$ cat src/rtl/axi_rd_arb_2to1_if.sv
// AXI read-channel bundle (AR + R) shared by the arbiter's master ports and its slave port.
// Handshake rule: a transfer happens on a rising clk edge where valid and ready are both 1; valid never waits on ready.
`ifndef AXI_ID_WIDTH
`define AXI_ID_WIDTH 4
`endif
`ifndef AXI_ADDR_WIDTH
`define AXI_ADDR_WIDTH 32
`endif
`ifndef AXI_LEN_WIDTH
`define AXI_LEN_WIDTH 8
`endif
`ifndef AXI_SIZE_WIDTH
`define AXI_SIZE_WIDTH 3
`endif
`ifndef AXI_BURST_WIDTH
`define AXI_BURST_WIDTH 2
`endif
`ifndef AXI_DATA_WIDTH
`define AXI_DATA_WIDTH 32
`endif
`ifndef AXI_RESP_WIDTH
`define AXI_RESP_WIDTH 2
`endif

interface axi_rd_arb_2to1_if;
    logic                        arvalid;
    logic                        arready;
    logic [`AXI_ID_WIDTH-1:0]    arid;
    logic [`AXI_ADDR_WIDTH-1:0]  araddr;
    logic [`AXI_LEN_WIDTH-1:0]   arlen;
    logic [`AXI_SIZE_WIDTH-1:0]  arsize;
    logic [`AXI_BURST_WIDTH-1:0] arburst;
    logic                        rvalid;
    logic                        rready;
    logic [`AXI_ID_WIDTH-1:0]    rid;
    logic [`AXI_DATA_WIDTH-1:0]  rdata;
    logic [`AXI_RESP_WIDTH-1:0]  rresp;
    logic                        rlast;

    modport master (
        output arvalid, arid, araddr, arlen, arsize, arburst, rready,
        input  arready, rvalid, rid, rdata, rresp, rlast
    );

    modport slave (
        input  arvalid, arid, araddr, arlen, arsize, arburst, rready,
        output arready, rvalid, rid, rdata, rresp, rlast
    );
endinterface

$ cat src/rtl/axi_rd_arb_2to1.sv
// Two-master to one-slave AXI read arbiter: grants one complete burst at a time
// (IDLE -> ADDR -> DATA), round-robin or fixed m0 priority selected by RR_EN.
`ifndef AXI_ID_WIDTH
`define AXI_ID_WIDTH 4
`endif
`ifndef AXI_ADDR_WIDTH
`define AXI_ADDR_WIDTH 32
`endif
`ifndef AXI_LEN_WIDTH
`define AXI_LEN_WIDTH 8
`endif
`ifndef AXI_SIZE_WIDTH
`define AXI_SIZE_WIDTH 3
`endif
`ifndef AXI_BURST_WIDTH
`define AXI_BURST_WIDTH 2
`endif
`ifndef AXI_DATA_WIDTH
`define AXI_DATA_WIDTH 32
`endif
`ifndef AXI_RESP_WIDTH
`define AXI_RESP_WIDTH 2
`endif

module axi_rd_arb_2to1 #(
    parameter bit RR_EN = 1'b1
) (
    input  logic                  clk,
    input  logic                  rst_n,
    axi_rd_arb_2to1_if.slave      m0,
    axi_rd_arb_2to1_if.slave      m1,
    axi_rd_arb_2to1_if.master     s,
    output logic [1:0]            dbg_state
);

    typedef enum logic [1:0] {
        IDLE = 2'd0,
        ADDR = 2'd1,
        DATA = 2'd2
    } state_t;

    state_t state;
    logic   gnt;
    logic   last_gnt;

    assign dbg_state = state;

    // last_gnt resets to m1 so that m0 wins the first contested round.
    always_ff @(posedge clk or negedge rst_n) begin
        if (!rst_n) begin
            state    <= IDLE;
            gnt      <= 1'b0;
            last_gnt <= 1'b1;
        end else begin
            case (state)
                IDLE: begin
                    if (m0.arvalid || m1.arvalid) begin
                        if (m0.arvalid && m1.arvalid)
                            gnt <= RR_EN ? ~last_gnt : 1'b0;
                        else
                            gnt <= m1.arvalid;
                        state <= ADDR;
                    end
                end
                ADDR: begin
                    if (s.arvalid && s.arready) begin
                        state    <= DATA;
                        last_gnt <= gnt;
                    end
                end
                DATA: begin
                    if (s.rvalid && s.rready && s.rlast)
                        state <= IDLE;
                end
                default: state <= IDLE;
            endcase
        end
    end

    // Forwarding is a pure mux on registered state/gnt; everything not routed is held at 0.
    always_comb begin
        m0.arready = 1'b0;
        m1.arready = 1'b0;
        s.arvalid  = 1'b0;
        s.arid     = '0;
        s.araddr   = '0;
        s.arlen    = '0;
        s.arsize   = '0;
        s.arburst  = '0;
        s.rready   = 1'b0;
        m0.rvalid  = 1'b0;
        m0.rid     = '0;
        m0.rdata   = '0;
        m0.rresp   = '0;
        m0.rlast   = 1'b0;
        m1.rvalid  = 1'b0;
        m1.rid     = '0;
        m1.rdata   = '0;
        m1.rresp   = '0;
        m1.rlast   = 1'b0;
        case (state)
            ADDR: begin
                if (!gnt) begin
                    s.arvalid  = m0.arvalid;
                    s.arid     = m0.arid;
                    s.araddr   = m0.araddr;
                    s.arlen    = m0.arlen;
                    s.arsize   = m0.arsize;
                    s.arburst  = m0.arburst;
                    m0.arready = s.arready;
                end else begin
                    s.arvalid  = m1.arvalid;
                    s.arid     = m1.arid;
                    s.araddr   = m1.araddr;
                    s.arlen    = m1.arlen;
                    s.arsize   = m1.arsize;
                    s.arburst  = m1.arburst;
                    m1.arready = s.arready;
                end
            end
            DATA: begin
                if (!gnt) begin
                    m0.rvalid = s.rvalid;
                    m0.rid    = s.rid;
                    m0.rdata  = s.rdata;
                    m0.rresp  = s.rresp;
                    m0.rlast  = s.rlast;
                    s.rready  = m0.rready;
                end else begin
                    m1.rvalid = s.rvalid;
                    m1.rid    = s.rid;
                    m1.rdata  = s.rdata;
                    m1.rresp  = s.rresp;
                    m1.rlast  = s.rlast;
                    s.rready  = m1.rready;
                end
            end
            default: ;
        endcase
    end

endmodule

$ cat src/flat_wrapper.sv
// flat-port wrapper written by rule: the top's interface ports become plain ports
module axi_rd_arb_2to1_flat 
#(
    parameter bit RR_EN = 1'b1
)
  (clk, rst_n, dbg_state, m0_arvalid, m0_arid, m0_araddr, m0_arlen, m0_arsize, m0_arburst, m0_rready, m0_arready, m0_rvalid, m0_rid, m0_rdata, m0_rresp, m0_rlast, m1_arvalid, m1_arid, m1_araddr, m1_arlen, m1_arsize, m1_arburst, m1_rready, m1_arready, m1_rvalid, m1_rid, m1_rdata, m1_rresp, m1_rlast, s_arvalid, s_arid, s_araddr, s_arlen, s_arsize, s_arburst, s_rready, s_arready, s_rvalid, s_rid, s_rdata, s_rresp, s_rlast);
  axi_rd_arb_2to1_if m0_i ();
  axi_rd_arb_2to1_if m1_i ();
  axi_rd_arb_2to1_if s_i ();
  input  logic clk;
  input  logic rst_n;
  output logic [1:0] dbg_state;
  input wire logic [$bits(m0_i.arvalid)-1:0] m0_arvalid;
  input wire logic [$bits(m0_i.arid)-1:0] m0_arid;
  input wire logic [$bits(m0_i.araddr)-1:0] m0_araddr;
  input wire logic [$bits(m0_i.arlen)-1:0] m0_arlen;
  input wire logic [$bits(m0_i.arsize)-1:0] m0_arsize;
  input wire logic [$bits(m0_i.arburst)-1:0] m0_arburst;
  input wire logic [$bits(m0_i.rready)-1:0] m0_rready;
  output wire logic [$bits(m0_i.arready)-1:0] m0_arready;
  output wire logic [$bits(m0_i.rvalid)-1:0] m0_rvalid;
  output wire logic [$bits(m0_i.rid)-1:0] m0_rid;
  output wire logic [$bits(m0_i.rdata)-1:0] m0_rdata;
  output wire logic [$bits(m0_i.rresp)-1:0] m0_rresp;
  output wire logic [$bits(m0_i.rlast)-1:0] m0_rlast;
  input wire logic [$bits(m1_i.arvalid)-1:0] m1_arvalid;
  input wire logic [$bits(m1_i.arid)-1:0] m1_arid;
  input wire logic [$bits(m1_i.araddr)-1:0] m1_araddr;
  input wire logic [$bits(m1_i.arlen)-1:0] m1_arlen;
  input wire logic [$bits(m1_i.arsize)-1:0] m1_arsize;
  input wire logic [$bits(m1_i.arburst)-1:0] m1_arburst;
  input wire logic [$bits(m1_i.rready)-1:0] m1_rready;
  output wire logic [$bits(m1_i.arready)-1:0] m1_arready;
  output wire logic [$bits(m1_i.rvalid)-1:0] m1_rvalid;
  output wire logic [$bits(m1_i.rid)-1:0] m1_rid;
  output wire logic [$bits(m1_i.rdata)-1:0] m1_rdata;
  output wire logic [$bits(m1_i.rresp)-1:0] m1_rresp;
  output wire logic [$bits(m1_i.rlast)-1:0] m1_rlast;
  output wire logic [$bits(s_i.arvalid)-1:0] s_arvalid;
  output wire logic [$bits(s_i.arid)-1:0] s_arid;
  output wire logic [$bits(s_i.araddr)-1:0] s_araddr;
  output wire logic [$bits(s_i.arlen)-1:0] s_arlen;
  output wire logic [$bits(s_i.arsize)-1:0] s_arsize;
  output wire logic [$bits(s_i.arburst)-1:0] s_arburst;
  output wire logic [$bits(s_i.rready)-1:0] s_rready;
  input wire logic [$bits(s_i.arready)-1:0] s_arready;
  input wire logic [$bits(s_i.rvalid)-1:0] s_rvalid;
  input wire logic [$bits(s_i.rid)-1:0] s_rid;
  input wire logic [$bits(s_i.rdata)-1:0] s_rdata;
  input wire logic [$bits(s_i.rresp)-1:0] s_rresp;
  input wire logic [$bits(s_i.rlast)-1:0] s_rlast;
  assign m0_i.arvalid = m0_arvalid;
  assign m0_i.arid = m0_arid;
  assign m0_i.araddr = m0_araddr;
  assign m0_i.arlen = m0_arlen;
  assign m0_i.arsize = m0_arsize;
  assign m0_i.arburst = m0_arburst;
  assign m0_i.rready = m0_rready;
  assign m0_arready = m0_i.arready;
  assign m0_rvalid = m0_i.rvalid;
  assign m0_rid = m0_i.rid;
  assign m0_rdata = m0_i.rdata;
  assign m0_rresp = m0_i.rresp;
  assign m0_rlast = m0_i.rlast;
  assign m1_i.arvalid = m1_arvalid;
  assign m1_i.arid = m1_arid;
  assign m1_i.araddr = m1_araddr;
  assign m1_i.arlen = m1_arlen;
  assign m1_i.arsize = m1_arsize;
  assign m1_i.arburst = m1_arburst;
  assign m1_i.rready = m1_rready;
  assign m1_arready = m1_i.arready;
  assign m1_rvalid = m1_i.rvalid;
  assign m1_rid = m1_i.rid;
  assign m1_rdata = m1_i.rdata;
  assign m1_rresp = m1_i.rresp;
  assign m1_rlast = m1_i.rlast;
  assign s_arvalid = s_i.arvalid;
  assign s_arid = s_i.arid;
  assign s_araddr = s_i.araddr;
  assign s_arlen = s_i.arlen;
  assign s_arsize = s_i.arsize;
  assign s_arburst = s_i.arburst;
  assign s_rready = s_i.rready;
  assign s_i.arready = s_arready;
  assign s_i.rvalid = s_rvalid;
  assign s_i.rid = s_rid;
  assign s_i.rdata = s_rdata;
  assign s_i.rresp = s_rresp;
  assign s_i.rlast = s_rlast;
  axi_rd_arb_2to1 #(.RR_EN(RR_EN)) u_core (.clk(clk), .rst_n(rst_n), .m0(m0_i), .m1(m1_i), .s(s_i), .dbg_state(dbg_state));
endmodule
$ cat config.mk
export PLATFORM = sky130hd
export DESIGN_NAME = axi_rd_arb_2to1_flat
export DESIGN_NICKNAME = d
export VERILOG_FILES = /design/src/rtl/axi_rd_arb_2to1_if.sv /design/src/rtl/axi_rd_arb_2to1.sv /design/src/flat_wrapper.sv
export SDC_FILE = /design/constraint.sdc
export NUM_CORES = 1
export LEC_CHECK = 0
export CORE_AREA = 2 2 107 109
export DETAILED_ROUTE_END_ITERATION = 12
export DIE_AREA = 0 0 109 111
export PLACE_DENSITY = 0.67
export RECOVER_POWER = 100
export REMOVE_ABC_BUFFERS = 1
export SETUP_SLACK_MARGIN = 0.05
export SLEW_MARGIN = 20
export SYNTH_ARGS = -nofsm -noshare
export SYNTH_HDL_FRONTEND = slang
export SYNTH_SLANG_ARGS = --single-unit
$ cat constraint.sdc
create_clock -name clk -period 1.4 [get_ports clk]
set_clock_uncertainty 0.2 [all_clocks]
set_input_delay 0.14 -clock clk [delete_from_list [all_inputs] [get_ports clk]]
set_output_delay 0.14 -clock clk [all_outputs]
set_load 0.05 [all_outputs]
=== Word-level counts from Yosys, hierarchy flattened ===
Cells that the tools add are included.
Widths: inputs -> output; s select.

* Bits in registers: 4
* Bits of input ports: 145
* Output and inout port bits: 135
* Logic and storage cells: 61

* Equality and inequality tests: 5
* Multiplexer cells: 43
* Bitwise logic cells: 1
* Reductions and logical operators: 9

{| class="wikitable"
|+ Operators by type and width
! kind !! count
|-
| $mux 32 || 6
|-
| $mux 4 || 6
|-
| $mux 2 || 9
|-
| $mux 1 || 17
|-
| $mux 8 || 2
|-
| $mux 3 || 2
|-
| $ne 2x1->1 const B || 3
|-
| $pmux 2 s3 || 1
|-
| $logic_and 1x1->1 || 4
|-
| $reduce_and 2->1 || 2
|-
| $reduce_and 3->1 || 1
|-
| $eq 2x1->1 const B || 1
|-
| $eq 2x2->1 const B || 1
|-
| $logic_not 2->1 || 1
|-
| $logic_or 1x1->1 || 1
|-
| $not 1->1 || 1
|}

=== Logic depth before layout (Yosys ltp) ===
Gate-level depths: netlist (run 1).

* Depth after elaboration: 6
* Gate-level depth with buffers: 5

=== Least setup slack after synthesis (run 1) ===
No wires, ideal clock.

* Kind: register to output
* Start: reg u_core.state[1] (netlist: u_core.dbg_state[1])
* End: out s_arburst[0]
* Data arrival time: 1873 ps
* Slack: -813 ps
* Stages on the path, launching flop included: 5
* Path buffers: 2
* Cell sequence: dfrtp_1 nand2b_1 buf_2 buf_2 nor2_1

* Word-level cells in the longest chain between the ends: 2

{| class="wikitable"
|+ Ends and longest elaborated chain
! element !! line !! source
|-
| start: declaration || axi_rd_arb_2to1.sv:42 || <nowiki>state_t state;</nowiki>
|-
| start signal: assignment || axi_rd_arb_2to1.sv:51 || <nowiki>state <= IDLE;</nowiki>
|-
| start signal: assignment || axi_rd_arb_2to1.sv:62 || <nowiki>state <= ADDR;</nowiki>
|-
| start signal: assignment || axi_rd_arb_2to1.sv:67 || <nowiki>state <= DATA;</nowiki>
|-
| $eq 2x1->1 || axi_rd_arb_2to1.sv:101 || <nowiki>case (state)</nowiki>
|-
| $mux 2 || axi_rd_arb_2to1.sv:101 ||
|-
| end: declaration || flat_wrapper.sv:44 || <nowiki>output wire logic [$bits(s_i.arburst)-1:0] s_arburst;</nowiki>
|}

No other way between the ends.

=== Worst setup path after layout (run 1) ===
* Start: reg u_core.gnt
* End: out s_araddr[16]

* Word-level cells in the longest chain between the ends: 2

{| class="wikitable"
|+ Ends and longest elaborated chain
! element !! line !! source
|-
| start: declaration || axi_rd_arb_2to1.sv:43 || <nowiki>logic gnt;</nowiki>
|-
| start signal: assignment || axi_rd_arb_2to1.sv:59 || <nowiki>gnt <= RR_EN ? ~last_gnt : 1'b0;</nowiki>
|-
| start signal: assignment || axi_rd_arb_2to1.sv:61 || <nowiki>gnt <= m1.arvalid;</nowiki>
|-
| $mux 32 || axi_rd_arb_2to1.sv:103 || <nowiki>if (!gnt) begin</nowiki>
|-
| $mux 32 || axi_rd_arb_2to1.sv:101 ||
|-
| end: declaration || flat_wrapper.sv:41 || <nowiki>output wire logic [$bits(s_i.araddr)-1:0] s_araddr;</nowiki>
|}

No other way between the ends.

==> impl_metrics.tcl, run 1 <==
set metrics [dict create \
    status "finished, violations left" \
    violations "setup timing" \
    path_buf_inv 3 \
    max_stage_delay_ns 0.40 \
    power.density_nw_per_um2 2000 \
    p_switching_uw 6900 \
    ir_drop_v 0.00144 \
    p_sw_share_pct 49.7 \
    die-area_um2 12100 \
    final.min_clock_period_ns 1.86 \
    wl_per_cell_um 18.4 \
    synth_edf_count 0 \
    mostFrequentLayoutCell "clkdlybuf4s50_1" \
    fmax_mhz 538 \
    cp_slowest_cell "dfrtp_2" \
    grt_pass1_wl_um 14800 \
    clock_power_share_pct 3.4 \
    synth.avg_cell_area_um2 6.81 \
    grtUsageTotal_pct 15.6 \
    critPathKind "reg -> out" \
    worst_pin_slew_ns 0.225 \
    drtIter0Drc 57 \
    drc 0 \
    report.final.slew_viol_count 0 \
    root_buffer "clkbuf_16" \
    finalCritPeriodShare_pct 133 \
    synth_cells 224 \
    leakagePower_uw 0.00280 \
    hold_ws_ns 0.412 \
    pin_count 280 \
    ant_nets 0 \
    yosysSeqAreaShare_pct 6.64 \
    io_buffers 279 \
    antenna_found_initial 0 \
    yosysWarnings 0 \
    maxSlewHeadroom_pct 84.6 \
    synth_area_um2 1530 \
    cts.clk_slew.worst_paths_ns 0.03 \
    die_h_um 111 \
    synthToLayoutAreaGrowth_pct 355 \
    cp-end-kind "output port" \
    p_total_uw 13900 \
    path_cells "buf_6, buf_12, mux2i_2, nor2_2, buf_12" \
    cts_tree "done" \
    p_comb_share_pct 94.8 \
    crit_arrival_ns 1.52 \
    crit_path_start_kind "register" \
    synth-main-ff-cell "dfrtp_1" \
    fin_nets 667 \
    diodes 0 \
    htree_levels 1 \
    hp-class "in -> reg" \
    hold_viol 0 \
    cts.sinks 4 \
    intPower_uw 6980 \
    path_common_cell "buf_12" \
    num_vias 2819 \
    die_x_um 109 \
    grt_pass1_vias 2785 \
    viasPerCell 4.25 \
    clkLatencyLatePin_ns 0.23 \
    p_seq_share_pct 1.8 \
    start_util_pct 13.8 \
    postSynth.asyncResetShare_pct 100 \
    placementRows 39 \
    grt_overflow 0 \
    final_util_pct 62.7 \
    worst_slack_ns -0.460 \
    yosysUniqueCellTypes 21 \
    setup_viol 136 \
    core_um2 11100 \
    gp_congestion 0.854 \
    fin_tns_setup_ns -53.82 \
    grt_max_degree 47 \
    crit_family "buffers and inverters" \
    place_hpwl_um 8480 \
    ys_ff_latch 4 \
    finalWirelength_um 12200 \
    drive_above_1_share_pct 61.0 \
    rsz0062_at_grt "true" \
    clk_path_buf_depth 2 \
    crit_fanout 18 \
    numCtsBuffers 3 \
    first_pass_iters 4 \
    cp.required_ns 1.06 \
    most-common-layout-cells "143 x clkdlybuf4s50_1, 140 x buf_12, 60 x and2_4" \
    maxCapViolations 0 \
]
## final timing paths
kind	start	end	slack [ns]	cells past startpoint
setup / recovery	u_core.gnt	s_araddr[16]	-0.46	5
hold / removal	s_rlast	u_core.dbg_state[1]	0.41	4
setup reg to reg	u_core.gnt	u_core.last_gnt	-0.29	5
hold reg to reg	u_core.last_gnt	u_core.gnt	0.42	2
max in group asynchronous	rst_n	u_core.last_gnt	0.20	2
min in group asynchronous	rst_n	u_core.dbg_state[0]	0.55	2
## tightest hold or removal path, cell delays in order
cell	delay, ns
clkdlybuf4s50_1	0.44
nand2_1	0.08
nor2_1	0.04
o21ai_2	0.10
## metrics by stage
| stage | setup WS (ns) | instances | instance area, um^2 |
|---|---|---|---|
| 6_report | -0.460 | 664 | 6940 |
| 5_1_grt | -0.497 | 664 | 6940 |
| 4_1_cts | -0.466 | 645 | 6040 |
| 3_5_place_dp | -0.230 | 640 | 5880 |
| 3_3_place_gp | -0.219 | 640 | 5880 |
| 2_1_floorplan | -1.96 | 205 | 1420 |
## sequential cells by signal, summed over array words and instances, names as in the netlist
| signal | count |
|---|---|
| u_core.gnt | 1 |
| u_core.last_gnt | 1 |
| u_core.dbg_state | 2 |
## cell type report
cell class                      instances  area (um^2)
Inverter                                1         3.75
Clock buffer                            4         78.8
Multi-Input combinational cell        200         1930
Tap cell                              143          179
Timing Repair Buffer                  312         4650
Fill cell                             824         4140
Sequential cell                         4          104
## power groups by stage
stage,Sequential (uW),Combinational (uW),Clock (uW)
after floorplan,559,4530,0
after global placement,256,10600,0
after detailed placement,262,10700,0
after CTS,271,10800,479
after global routing,263,13600,492
final,255,13200,471
## synth_stat cells (all sizes together), types with 2 or more instances
cell    instances  area, um^2
buf            16        95.1
and3            2        12.5
nand2b          2        12.5
nor2           54         208
mux2            2        22.5
dfrtp           3        75.1
nand2           3        11.3
and2           81         507
mux2i          50         500
clkbuf          3        11.3
## per-layer routing
metal	up-vias	routed length [um]	GRT usage, %
met2	137	6820	30.0
met1	1336	4200	16.1
met3	21	920	4.17
met4	0	246	4.10
met5	-	0	0
li1	1325	-	-
## timing repair
action | CTS | global route
endpoints found under the setup margin | 136 | 137
hold endpoints to repair | 3 | 0
pin swaps | 0 | 30
gates cloned | 0 | 10
setup buffers | 0 | 9
hold buffers | 1 | 0
gates resized for setup | 23 | 176
## cell families after synthesis
group / Yosys count / synth area share [%]
compound gates: 3 / 1.56
simple gates: 145 / 50.3
mux: 52 / 34.3
buf+inv: 20 / 7.21
flops: 4 / 6.64
Note: power is estimated with default switching activity, not from simulation.
==> run 2, diff against run 1 <==
--- a/config.mk
+++ b/config.mk
@@ -5,6 +5,7 @@
 export SDC_FILE = /design/constraint.sdc
 export NUM_CORES = 1
 export LEC_CHECK = 0
+export ABC_CLOCK_PERIOD_IN_PS = 1400
 export CORE_AREA = 2 2 107 109
 export DETAILED_ROUTE_END_ITERATION = 12
 export DIE_AREA = 0 0 109 111
@@ -12,7 +13,7 @@
 export RECOVER_POWER = 100
 export REMOVE_ABC_BUFFERS = 1
 export SETUP_SLACK_MARGIN = 0.05
-export SLEW_MARGIN = 20
+export SLEW_MARGIN = 15
 export SYNTH_ARGS = -nofsm -noshare
 export SYNTH_HDL_FRONTEND = slang
 export SYNTH_SLANG_ARGS = --single-unit
==> results of run 2 <==
Same layout as run 1: the final DEF is identical, and so are final timing and power.
